[src/rtl/urd_rx_fd_job_queue.sv]
// rtl/urd_rx_fd_job_queue.sv - frame-descriptor job queue with slot-reservation availability flags
// Optional statistics counters are enabled by defining URD_FDQ_STATS_EN.
module urd_rx_fd_job_queue #(
    parameter int DEPTH = 8,
    parameter int LEN_W = 14,
    parameter int ERR_W = 8
) (
    input  logic             clk,
    input  logic             rst,
    input  logic             slot_reserve,
    input  logic             wr_job,
    input  logic             wr_err_job,
    input  logic [LEN_W-1:0] wr_len,
    input  logic             wr_concat,
    input  logic [ERR_W-1:0] wr_err_id,
    output logic             fd_valid,
    input  logic             fd_ready,
    output logic [LEN_W-1:0] fd_len,
    output logic             fd_concat,
    output logic             fd_err,
    output logic [ERR_W-1:0] fd_err_id,
    output logic             processing_queue_slot_available,
    output logic             processing_queue_slot_available_early,
    output logic             overflow_err,
    output logic [15:0]      job_cnt,
    output logic [15:0]      err_job_cnt
);

    localparam int PW = $clog2(DEPTH);
    localparam int CW = PW + 1;
    localparam int EW = LEN_W + ERR_W + 2;

    logic [EW-1:0] r_mem [DEPTH];
    logic [PW-1:0] r_rptr;
    logic [PW-1:0] r_wptr;
    logic [CW-1:0] r_count;
    logic [CW-1:0] r_resv;
    logic          r_ovf;
    logic          r_avail;
    logic          r_avail_early;

    logic          w_push;
    logic          w_pop;
    logic          w_full;
    logic          w_acc;
    logic [CW-1:0] w_count_nxt;
    logic [CW-1:0] w_resv_nxt;
    logic [CW-1:0] w_free_nxt;
    logic [EW-1:0] w_wr_entry;
    logic [EW-1:0] w_head;

    assign w_push = wr_job | wr_err_job;
    assign w_pop  = fd_valid & fd_ready;
    assign w_full = (r_count == CW'(DEPTH));
    // At full, a same-cycle pop frees the slot the push lands in.
    assign w_acc  = w_push & (~w_full | w_pop);

    assign w_count_nxt = r_count + CW'(w_acc) - CW'(w_pop);
    assign w_free_nxt  = CW'(DEPTH) - w_count_nxt;

    always_comb begin
        w_resv_nxt = r_resv;
        if (slot_reserve && !w_acc) begin
            if (r_resv != CW'(DEPTH)) w_resv_nxt = r_resv + CW'(1);
        end else if (w_acc && !slot_reserve) begin
            if (r_resv != '0) w_resv_nxt = r_resv - CW'(1);
        end
    end

    assign w_wr_entry = {wr_len, wr_concat, wr_err_job,
                         (wr_err_job ? wr_err_id : {ERR_W{1'b0}})};

    always_ff @(posedge clk) begin
        if (w_acc) r_mem[r_wptr] <= w_wr_entry;
    end

    always_ff @(posedge clk or posedge rst) begin
        if (rst) begin
            r_rptr        <= '0;
            r_wptr        <= '0;
            r_count       <= '0;
            r_resv        <= '0;
            r_ovf         <= 1'b0;
            r_avail       <= 1'b1;
            r_avail_early <= 1'b1;
        end else begin
            if (w_acc) r_wptr <= r_wptr + PW'(1);
            if (w_pop) r_rptr <= r_rptr + PW'(1);
            if (w_push && !w_acc) r_ovf <= 1'b1;
            r_count       <= w_count_nxt;
            r_resv        <= w_resv_nxt;
            r_avail       <= (w_free_nxt > w_resv_nxt);
            r_avail_early <= ({1'b0, w_free_nxt} >= ({1'b0, w_resv_nxt} + (CW+1)'(2)));
        end
    end

    assign w_head    = r_mem[r_rptr];
    assign fd_valid  = (r_count != '0);
    assign fd_len    = w_head[EW-1 -: LEN_W];
    assign fd_concat = w_head[ERR_W+1];
    assign fd_err    = w_head[ERR_W];
    assign fd_err_id = w_head[ERR_W-1:0];

    assign processing_queue_slot_available       = r_avail;
    assign processing_queue_slot_available_early = r_avail_early;
    assign overflow_err                          = r_ovf;

`ifdef URD_FDQ_STATS_EN
    logic [15:0] r_job_cnt;
    logic [15:0] r_err_job_cnt;

    always_ff @(posedge clk or posedge rst) begin
        if (rst) begin
            r_job_cnt     <= '0;
            r_err_job_cnt <= '0;
        end else if (w_acc) begin
            r_job_cnt <= r_job_cnt + 16'd1;
            if (wr_err_job) r_err_job_cnt <= r_err_job_cnt + 16'd1;
        end
    end

    assign job_cnt     = r_job_cnt;
    assign err_job_cnt = r_err_job_cnt;
`else
    assign job_cnt     = 16'd0;
    assign err_job_cnt = 16'd0;
`endif

endmodule

[config.mk]
export PLATFORM = sky130hd
export DESIGN_NAME = urd_rx_fd_job_queue
export DESIGN_NICKNAME = d
export VERILOG_FILES = /design/src/rtl/urd_rx_fd_job_queue.sv
export SDC_FILE = /design/constraint.sdc
export NUM_CORES = 1
export LEC_CHECK = 0
export ABC_AREA = 1
export CORE_MARGIN = 3
export CORE_UTILIZATION = 31
export CTS_BUF_LIST = sky130_fd_sc_hd__clkbuf_8
export CTS_CLUSTER_DIAMETER = 30
export DETAILED_ROUTE_END_ITERATION = 10
export PLACE_DENSITY = 0.55
export SLEW_MARGIN = 20
export SYNTH_ARGS = -nofsm -noshare
export SYNTH_HDL_FRONTEND = slang
export SYNTH_SLANG_ARGS = --single-unit
export TNS_END_PERCENT = 20
[constraint.sdc]
create_clock -name clk -period 3.58 [get_ports clk]
set_clock_uncertainty 0.15 [all_clocks]
set_input_delay 0.716 -clock clk [delete_from_list [all_inputs] [get_ports clk]]
set_output_delay 0.716 -clock clk [all_outputs]
set_load 0.005 [all_outputs]
==> summary.txt, run 1 <==
Setup path
  • Crit Path Class: register to primary output
  • CP Cell Sequence: inv_2 -> buf_12 -> o21ai_0 -> o22ai_1 -> nor2_1 -> a31oi_1 -> clkdlybuf4s50_1
  • CP endpoint kind: primary output
  • Slowest stage delay, CP: between 0.5 and 0.6 ns
  • Data required time of the worst path: about 2.7 ns
  • CP Launch Type: register
  • Slowest cell on crit path: clkdlybuf4s50_1
  • Crit path max fanout: 32
  • CP Data Arrival Time: between 2 and 3 ns

Logic synthesis
  • Mapped Cells: about 750
  • Count leader, synth: edfxtp_1
  • EDFF count, synth: about 190
  • Register area share after synthesis: between 60% and 70%
  • Number of distinct library cells after synthesis: 34
  • Synthesis Warnings: 0
  • Mapped cell area: 8982 µm²
  • Yosys top cell area share: between 60% and 70%
  • Most frequent cells after synthesis: edfxtp_1 (192), nor2_1 (183), o21ai_0 (100)
  • Seq cells post-synth: around 210
  • Yosys top cell by area: edfxtp_1
  • Synth Flop Type: edfxtp_1
  • Mean area per synthesized cell: approximately 12 µm²
  • Post-synthesis async set-or-reset flop share: just over 8%
  • Synth top area cells: edfxtp_1 (64%), nor2_1 (7.6%), o21ai_0 (5.6%)

Drt
  • Vias: about 5800
  • DRC Markers: 0
  • WL/cell: around 16 µm
  • Drt first-iter violations: about 430
  • Final WL: roughly 20 mm
  • DR pass1 iterations: 5
  • Routed vias/inst: around 4.6
  • Final ANT Viol Nets: 0

Floorplan
  • DIE WIDTH: between 150 and 200 µm
  • Initial core utilization: 31.89%
  • Die area: around 31000 µm²
  • CORE AREA: 28160 µm²
  • Row Count: slightly above 60
  • Die Ht: roughly 180 µm
  • Boundary Pins: 89

STA
  • Minimum clock period: between 3 and 4 ns
  • Final Worst Setup Slack: between 0.15 and 0.2 ns
  • Fin. max-slew vios: 0
  • Unrepaired setup endpoints after global routing: no
  • Final setup viols: 0
  • Tcrit/Tclk final: between 90% and 100%
  • Fin. Hold Viols: 0
  • Maximum clock frequency: 0.2958 GHz
  • Relative slew slack: approximately half
  • Tightest Pin Transition: 0.7456 ns

Pwr
  • Peak supply drop: 359.1 µV
  • PwrDens: a little over 900 nW/µm²
  • P_leak: roughly 4.2 nW
  • Power Total: 10.31 mW

Placement
  • Dpl ws: -0.3041 ns
  • Placer Congestion: 0.7226
  • Buffers on Ports: between 50 and 60
  • Post-DP HPWL: about 11 mm
  • Placed Cells: around 1200

GRT
  • Initial antenna violation count: 0
  • Vias in the first global route: between 5000 and 6000
  • Grt ovf: 0
  • GRT Total Usage: 12.94%
  • Global-route wire length before repair: approximately 32 mm
  • Largest net degree at the start of global routing: 65

Final layout
  • NumNets Final: between 900 and 1000
  • Layout Cells excl Fill: 1272
  • Layout cell share with drive strength beyond 1: 14.43%
  • Synth-to-layout area growth: 23.74%
  • Ant diodes: 0

Clock network
  • H-tree Lvls: 2
  • Clock-pin slew on the worst setup and hold paths: about 0.04 ns
  • Clk root buf: clkbuf_8
  • # hold bufs at CTS: 0
  • Num Clock Sinks: ~210
  • Clock buffer depth: 3
  • Num CTS Buffers: between 40 and 50
  • Clk_lat worst skew: approximately 0.56 ns
  • CTS tree: built

Worst hold path
  • Hold Path Class: register to register

Flow run
  • Max_cap viols: 0

Status
  • Status: completed
## cells by family after synthesis
family,share of synthesized area [%]
buf+inv,6.171
fa+ha+maj,3.009
other cells,0.04175
flops,68.95
simple gates,11.26
xor+xnor,1.073
compound gates,9.500
## layer usage
metal	up-vias	part of all wire, %	GRT usage, %
met4	0	2.0	4.289
met2	157	47	20.97
met3	34	5.0	2.710
met5	-	0	0
met1	2791	46	17.40
li1	2811	-	-
## state kept, by name, indices dropped and copies added (netlist names)
name,count
r_resv,4
processing_queue_slot_available_early,1
processing_queue_slot_available,1
overflow_err,1
r_wptr,3
r_count,4
r_mem,192
r_rptr,3
## power breakdown
group | leakage (nW) | total [mW] | switching (mW) | internal [mW]
Clock | 0.541 | 2.70 | 1.12 | 1.59
Sequential | 1.96 | 3.47 | 0.174 | 3.30
Combinational | 1.67 | 4.13 | 2.42 | 1.72
Total | 4.17 | 10.3 | 3.71 | 6.60
## cells in the final DEF, fill, tap and decap left out, types with 7 or more instances in the layout
master	n
clkdlybuf4s50_1	56
clkinv_2	8
clkbuf_8	49
o22ai_1	24
o21ai_0	100
clkinv_1	7
nor2_1	175
edfxtp_1	192
xor2_1	9
nand2_1	39
inv_1	50
dfrtp_1	14
buf_4	26
ha_1	20
a31oi_1	24
nor2_2	10
nand3_1	9
conb_1	32
## through the flow
step / area [µm²] / util (%) / hold slack, ns / setup TNS, ns
floorplan: 9099 / - / 0.3178 / 0
global placement: 10060 / 35.72 / 0.3512 / -0.5271
detailed placement: 10060 / 35.72 / 0.3497 / -0.6065
CTS: 11050 / 39.23 / 0.3631 / 0
global route: 11110 / 39.46 / 0.3692 / 0
finish: 11110 / 39.46 / 0.3572 / 0
## what timing repair did
item                       in CTS  in global routing
buffers inserted                0                  0
gates resized for setup         1                  5
setup endpoints to repair       3                  4
gates cloned                    0                  2
pin swaps                       0                  0
## final cells by class
| type | count | area (µm²) |
|---|---|---|
| clock buffers | 49 | 674.4 |
| inverters | 40 | 150.1 |
| flip-flops and latches | 209 | 6195 |
| fillers | 2712 | 17050 |
| multi-input cells | 467 | 2371 |
| clock inverters | 38 | 310.3 |
| well taps | 378 | 473.0 |
| repair buffers | 91 | 940.9 |
## critical path: cells and delay by family (launching register included)
kind	cells	cell delay, ns
AO/OA/AOI/OAI	3	0.50
buffers and inverters	3	0.94
flip-flops	1	0.45
AND/OR/NAND/NOR	1	0.07
## final timing paths
kind                                                         endpoint          from  slack [ns]  depth (start not counted)
worst max-delay path                                           fd_err     r_rptr[0]        0.20                          7
worst min-delay path                                     overflow_err  overflow_err        0.36                          1
worst max register to register  processing_queue_slot_available_early    r_count[2]        0.35                         18
worst min register to register                           overflow_err  overflow_err        0.36                          1
max in group asynchronous                                   r_rptr[0]           rst        2.32                          2
min in group asynchronous                                  r_count[1]           rst        0.44                          2
Power figures use the tool's default switching activity.
==> run 2: changes to the inputs <==
--- a/config.mk
+++ b/config.mk
@@ -6,12 +6,15 @@
 export NUM_CORES = 1
 export LEC_CHECK = 0
 export ABC_AREA = 1
+export CELL_PAD_IN_SITES_DETAIL_PLACEMENT = 1
+export CELL_PAD_IN_SITES_GLOBAL_PLACEMENT = 2
+export CORE_ASPECT_RATIO = 0.6
 export CORE_MARGIN = 3
 export CORE_UTILIZATION = 31
 export CTS_BUF_LIST = sky130_fd_sc_hd__clkbuf_8
 export CTS_CLUSTER_DIAMETER = 30
 export DETAILED_ROUTE_END_ITERATION = 10
-export PLACE_DENSITY = 0.55
+export PLACE_DENSITY = 0.72
 export SLEW_MARGIN = 20
 export SYNTH_ARGS = -nofsm -noshare
 export SYNTH_HDL_FRONTEND = slang
==> run 2 against run 1 <==
Final cell count decreased by 2.4%. Final area shrank 2.3%. Sequential power is essentially flat. Highest routed layer unchanged.
==> summary.txt, run 2 (synthesis results as in run 1) <==
Clock network
  • CTS tree: built
  • Clk root buf: clkbuf_8
  • Num CTS Buffers: 38
  • H-tree Lvls: 2
  • Clk_lat worst skew: about 0.53 ns
  • Clock buffer depth: 3
  • # hold bufs at CTS: 0
  • Num Clock Sinks: between 200 and 250
  • Clock-pin slew on the worst setup and hold paths: roughly 0.060 ns

Final layout
  • Max reg flops: around 190
  • Layout cell share with drive strength beyond 1: a little over an eighth
  • Layout fillers: roughly 3000
  • Layout Cells excl Fill: around 1200
  • Biggest regs: r_mem (192), r_count (4), r_resv (4)
  • Synth-to-layout area growth: 20.84%
  • Commonest non-fill, non-tap cells in the layout: edfxtp_1 (192), nor2_1 (175), o21ai_0 (99)
  • Multi-input gate area: roughly 2400 µm²
  • Most common cell after layout, fill and taps aside: edfxtp_1
  • Register area: roughly 6200 µm²
  • NumNets Final: just under 900
  • Most flop-heavy register: r_mem
  • Ant diodes: 0

Floorplan
  • Boundary Pins: 89
  • Die Ht: approximately 140 µm
  • Die area: 31120 µm²
  • Initial core utilization: 32.02%
  • DIE WIDTH: 225.8 µm
  • Row Count: 47
  • CORE AREA: between 20000 and 30000 µm²

Drt
  • DRC Markers: 0
  • WL met3: 1.117 mm
  • Wire length on met2: 9.570 mm
  • DR pass1 iterations: 6
  • Final WL: about 23 mm
  • Wl on met1: about 12 mm
  • Final ANT Viol Nets: 0
  • DR top layer: met4
  • WL/cell: around 18 µm
  • Drt first-iter violations: 352
  • Vias: between 5000 and 6000
  • Routed vias/inst: ~4.6

Pwr
  • P_int: 6.233 mW
  • PwrDens: roughly 920 nW/µm²
  • Logic pwr share: a little over two fifths
  • Clock share of power: about 23%
  • Power Total: 9.988 mW
  • Peak supply drop: approximately 410 µV
  • Sw Pwr: between 3 and 4 mW
  • P_leak: approximately 4.0 nW
  • Sequential Power Share: 34.8%
  • Sw Ratio: between 30% and 40%

Placement
  • Buffers on Ports: 56
  • Placer Congestion: 0.7241
  • Placed Cells: roughly 1200
  • Post-DP HPWL: between 10 and 15 mm
  • Dpl ws: -0.4029 ns

Setup path
  • Data required time of the worst path: a little under 4 ns
  • CP Data Arrival Time: between 3 and 4 ns
  • R2r endpoint: processing_queue_slot_available_early
  • Worst r2r src: r_count[2]
  • Crit path max fanout: 2
  • Crit Path Class: input pin to register
  • Reg2reg setup slack: ~0.26 ns
  • CP endpoint kind: register
  • CP Launch Type: input pin
  • R2R cell count: 19

STA
  • Unrepaired setup endpoints after global routing: yes
  • Final Worst Setup Slack: roughly 0.20 ns
  • Tightest Pin Transition: just under 0.8 ns
  • Final setup viols: 0
  • Fin. max-slew vios: 0
  • Fin. Hold Viols: 0
  • Tcrit/Tclk final: ~94%
  • Relative slew slack: 48.23%
  • Minimum clock period: roughly 3.4 ns
  • Setup TNS: 0 ns
  • Maximum clock frequency: 0.2958 GHz

Status
  • Status: completed

GRT
  • GRT Total Usage: 14.56%
  • Global-route wire length before repair: 34.51 mm
  • Vias in the first global route: 5748
  • Largest net degree at the start of global routing: 63
  • Initial antenna violation count: 0
  • Grt ovf: 0

Worst hold path
  • Hold Path Cell Cnt: 1
  • Worst min-delay path startpoint: overflow_err
  • Hold Crit Endpoint: overflow_err
  • Hold Path Class: register to register

Flow run
  • Max_cap viols: 0
==> run 2: cell types whose count changed in the layout (fill, tap and decap cells not counted), moves of 2 or more <==
cell	before	now
buf_4	26	23
inv_12	2	0
bufinv_16	4	2
buf_6	0	2
clkinvlp_4	4	1
clkinv_1	7	9
clkbuf_8	49	42
inv_1	50	46
clkinv_4	0	2
clkinv_2	8	5
==> run 2: cell type report <==
type                    count  share of cell area [%]
repair buffers             89                   8.380
flip-flops and latches    209                   57.07
clock buffers              41                   5.199
multi-input cells         467                   22.02
well taps                 367                   4.231
clock inverters            29                   1.718
inverters                  40                   1.383
==> run 2: timing repair <==
action                                  CTS  global route
pin swaps                                 0             1
endpoints found under the setup margin    1            23
setup buffers                             0             1
cloned                                    0             1
resized for setup                         0            11
==> run 2: power groups by stage <==
stage | clock (mW) | sequential, mW | combinational [mW]
floorplan | 0 | 3.49 | 2.49
global placement | 0 | 3.51 | 4.17
detailed placement | 0 | 3.52 | 4.23
CTS | 2.32 | 3.48 | 4.24
global route | 2.44 | 3.53 | 4.86
finish | 2.24 | 3.48 | 4.27
==> run 2: worst max-delay path by stage <==
stage	start	endpoint	slack, ns	cells past startpoint
after floorplan	wr_err_job	processing_queue_slot_available_early	0.27	16
after global placement	wr_err_job	processing_queue_slot_available_early	-0.36	16
after detailed placement	wr_err_job	processing_queue_slot_available	-0.40	15
after CTS	r_rptr[0]	fd_len[8]	-0.004	6
after global routing	r_count[2]	processing_queue_slot_available_early	-0.03	19
final	wr_err_job	processing_queue_slot_available_early	0.20	17
==> run 2: layer usage <==
layer	vias to the layer above	GRT usage (%)
li1	2779	-
met5	-	0
met1	2797	21.87
met3	34	3.279
met2	128	21.04
met4	0	4.089
==> run 2: worst max-delay path, cell delays in order <==
cell             delay (ns)
clkdlybuf4s50_1        0.58
nor2_2                 0.07
inv_1                  0.12
nand2_4                0.06
ha_1                   0.28
inv_1                  0.07
ha_1                   0.17
inv_1                  0.06
fa_1                   0.47
ha_1                   0.23
xor2_1                 0.15
inv_1                  0.08
ha_1                   0.29
o21ai_1                0.09
nand2_1                0.07
a21oi_1                0.12
nor2_1                 0.06
==> run 2: per-stage QoR <==
| stage | hold WS [ns] | utilization (%) | cell area [µm²] |
|---|---|---|---|
| after global routing | 0.3832 | 38.69 | 10850 |
| final | 0.3659 | 38.69 | 10850 |
| after CTS | 0.3670 | 38.44 | 10780 |
| after detailed placement | 0.3467 | 35.76 | 10030 |
| after floorplan | 0.3178 | - | 9099 |
| after global placement | 0.3441 | 35.76 | 10030 |
==> run 3: changes to the inputs <==
--- a/config.mk
+++ b/config.mk
@@ -10,11 +10,11 @@
 export CELL_PAD_IN_SITES_GLOBAL_PLACEMENT = 2
 export CORE_ASPECT_RATIO = 0.6
 export CORE_MARGIN = 3
-export CORE_UTILIZATION = 31
+export CORE_UTILIZATION = 29
 export CTS_BUF_LIST = sky130_fd_sc_hd__clkbuf_8
 export CTS_CLUSTER_DIAMETER = 30
 export DETAILED_ROUTE_END_ITERATION = 10
-export PLACE_DENSITY = 0.72
+export PLACE_DENSITY = 0.69
 export SLEW_MARGIN = 20
 export SYNTH_ARGS = -nofsm -noshare
 export SYNTH_HDL_FRONTEND = slang
==> run 3 against run 2 <==
Flip-flop and latch count unchanged. Final area increased by 1.2%. Routed wire length decreased by 1.8%. Fmax decreased by 2.8%. Utilization decreased by 2.4 points. Global-route usage decreased by 0.94 points. Via count decreased by 1.9%. First-iteration DRC count increased by 6.0%. Non-clock buffer count decreased by 1. Die area increased by 6.6%. Setup slack got worse by 0.099 ns. Critical path type is now register to primary output. Largest power group unchanged.
==> summary.txt, run 3 (synthesis results as in run 1) <==
Final layout
  • Most flop-heavy register: r_mem
  • Commonest non-fill, non-tap cells in the layout: edfxtp_1 (192), nor2_1 (175), o21ai_0 (96)
  • NumNets Final: around 900
  • Layout cell share with drive strength beyond 1: a little over an eighth
  • Final Instance Area: approximately 11000 µm²
  • Biggest regs: r_mem (192), r_count (4), r_resv (4)
  • Most common cell after layout, fill and taps aside: edfxtp_1
  • Synth-to-layout area growth: 22.29%
  • Ant diodes: 0
  • Layout Cells excl Fill: approximately 1300
  • Final core occ: between 30% and 40%
  • Max reg flops: 192

STA
  • Fin. max-slew vios: 0
  • Unrepaired setup endpoints after global routing: yes
  • Tcrit/Tclk final: between 90% and 100%
  • Final Worst Setup Slack: between 0.1 and 0.15 ns
  • Final setup viols: 0
  • Maximum clock frequency: 0.2875 GHz
  • Setup TNS: 0 ns
  • Tightest Pin Transition: 0.7137 ns
  • Fin. Hold Viols: 0
  • Minimum clock period: 3.479 ns
  • Relative slew slack: 52.37%
  • Hold WS: between 0.3 and 0.4 ns

Setup path
  • Most used cell, CP: nor2_1
  • Crit path max fanout: 22
  • Data required time of the worst path: about 2.7 ns
  • Worst r2r src: r_count[2]
  • CP Data Arrival Time: roughly 2.6 ns
  • CP Launch Type: register
  • R2r endpoint: processing_queue_slot_available
  • R2R cell count: 17
  • Slowest stage delay, CP: 0.55 ns
  • Slowest cell on crit path: clkdlybuf4s50_1
  • Crit Path Class: register to primary output
  • CP Cell Sequence: inv_4 -> buf_4 -> nor2_1 -> o22ai_1 -> nor2_1 -> a31oi_1 -> clkdlybuf4s50_1
  • CP endpoint kind: primary output
  • Reg2reg setup slack: about 0.24 ns

Drt
  • DRC Markers: 0
  • DR pass1 iterations: 4
  • Final WL: around 22 mm
  • WL/cell: 17.35 µm
  • Drt first-iter violations: about 370
  • Final ANT Viol Nets: 0
  • Vias: 5630
  • Routed vias/inst: between 4 and 5

Placement
  • Placer Congestion: 0.7541
  • Post-DP HPWL: between 10 and 15 mm
  • Buffers on Ports: 56
  • Placed Cells: ~1200
  • Dpl ws: -0.4367 ns
  • Dpl cell area: slightly above 10000 µm²

Worst hold path
  • Hold Path Class: register to register
  • Worst min-delay path startpoint: r_wptr[0]
  • Hold Crit Endpoint: r_wptr[0]
  • Hold Path Cell Cnt: 2

Clock network
  • Num CTS Buffers: 39
  • # hold bufs at CTS: 0
  • Clk root buf: clkbuf_8
  • Num Clock Sinks: between 200 and 250
  • Clock buffer depth: 3
  • Clock-pin slew on the worst setup and hold paths: roughly 0.060 ns
  • H-tree Lvls: 2
  • Clk_lat worst skew: 0.53 ns
  • CTS tree: built

Floorplan
  • Boundary Pins: ~90
  • CORE AREA: slightly above 30000 µm²
  • Die Ht: between 100 and 150 µm
  • DIE WIDTH: ~230 µm
  • Row Count: ~50
  • Initial core utilization: between 20% and 30%
  • Die area: between 30000 and 40000 µm²

Pwr
  • PwrDens: between 900 and 1000 nW/µm²
  • P_leak: between 4 and 5 nW
  • Power Total: around 10 mW
  • Peak supply drop: 333.9 µV

GRT
  • GRT Total Usage: between 10% and 20%
  • Gr busiest metal: met2
  • Vias in the first global route: 5951
  • Met1 Use GR: between 10% and 20%
  • Initial antenna violation count: 0
  • Global-route wire length before repair: about 34 mm
  • Met2 Use GR: between 20% and 30%
  • Largest net degree at the start of global routing: 98
  • Grt ovf: 0
  • Met3 Track Usage GR: roughly 3.0%

Status
  • Status: completed

Flow run
  • Max_cap viols: 0
## run 3: worst max path at each step
| stage | start | end | slack [ns] | depth (start not counted) |
|---|---|---|---|---|
| 3_5_place_dp | wr_err_job | processing_queue_slot_available | -0.44 | 15 |
| 5_1_grt | r_rptr[0] | fd_len[13] | -0.06 | 7 |
| 2_1_floorplan | wr_err_job | processing_queue_slot_available_early | 0.27 | 16 |
| 3_3_place_gp | wr_err_job | processing_queue_slot_available | -0.33 | 15 |
| 6_report | r_rptr[0] | fd_err_id[1] | 0.10 | 7 |
| 4_1_cts | r_rptr[1] | fd_len[12] | 0.03 | 7 |
## run 3: area by class of cell
type / count / area [µm²]
clock buffer: 42 / 578.1
clock inverter: 28 / 185.2
fill: 3288 / 19240
timing repair buffer: 88 / 968.4
sequential: 209 / 6196
inverter: 40 / 152.6
multi-input combinational: 467 / 2394
tap: 408 / 510.5
## run 3: what timing repair did
action,CTS,global route
pin swaps,0,2
endpoints found under the setup margin,7,10
resized for setup,3,11
buffers inserted,0,1
## run 3: routing by layer
| layer | share of wire, % | vias up | wire, µm |
|---|---|---|---|
| met1 | 48 | 2691 | 10570 |
| met2 | 44 | 131 | 9685 |
| met3 | 6.8 | 34 | 1506 |
| met5 | 0 | - | 0 |
| met4 | 2.2 | 0 | 479 |
| li1 | - | 2774 | - |
## run 3: worst max-delay path: cells and delay by family, from the launching register on
family                 cells  cell delay (ns)
AO/OA/AOI/OAI              2             0.44
AND/OR/NAND/NOR            2             0.12
flip-flops                 1             0.45
buffers and inverters      3             1.05
## run 3: power by group
group          switching, mW  internal, mW  leakage (nW)  total, mW
Clock                   1.03          1.24         0.423       2.26
Sequential             0.201          3.29          1.95       3.50
Combinational           2.54          1.79          1.67       4.33
Total                   3.77          6.32          4.05       10.1
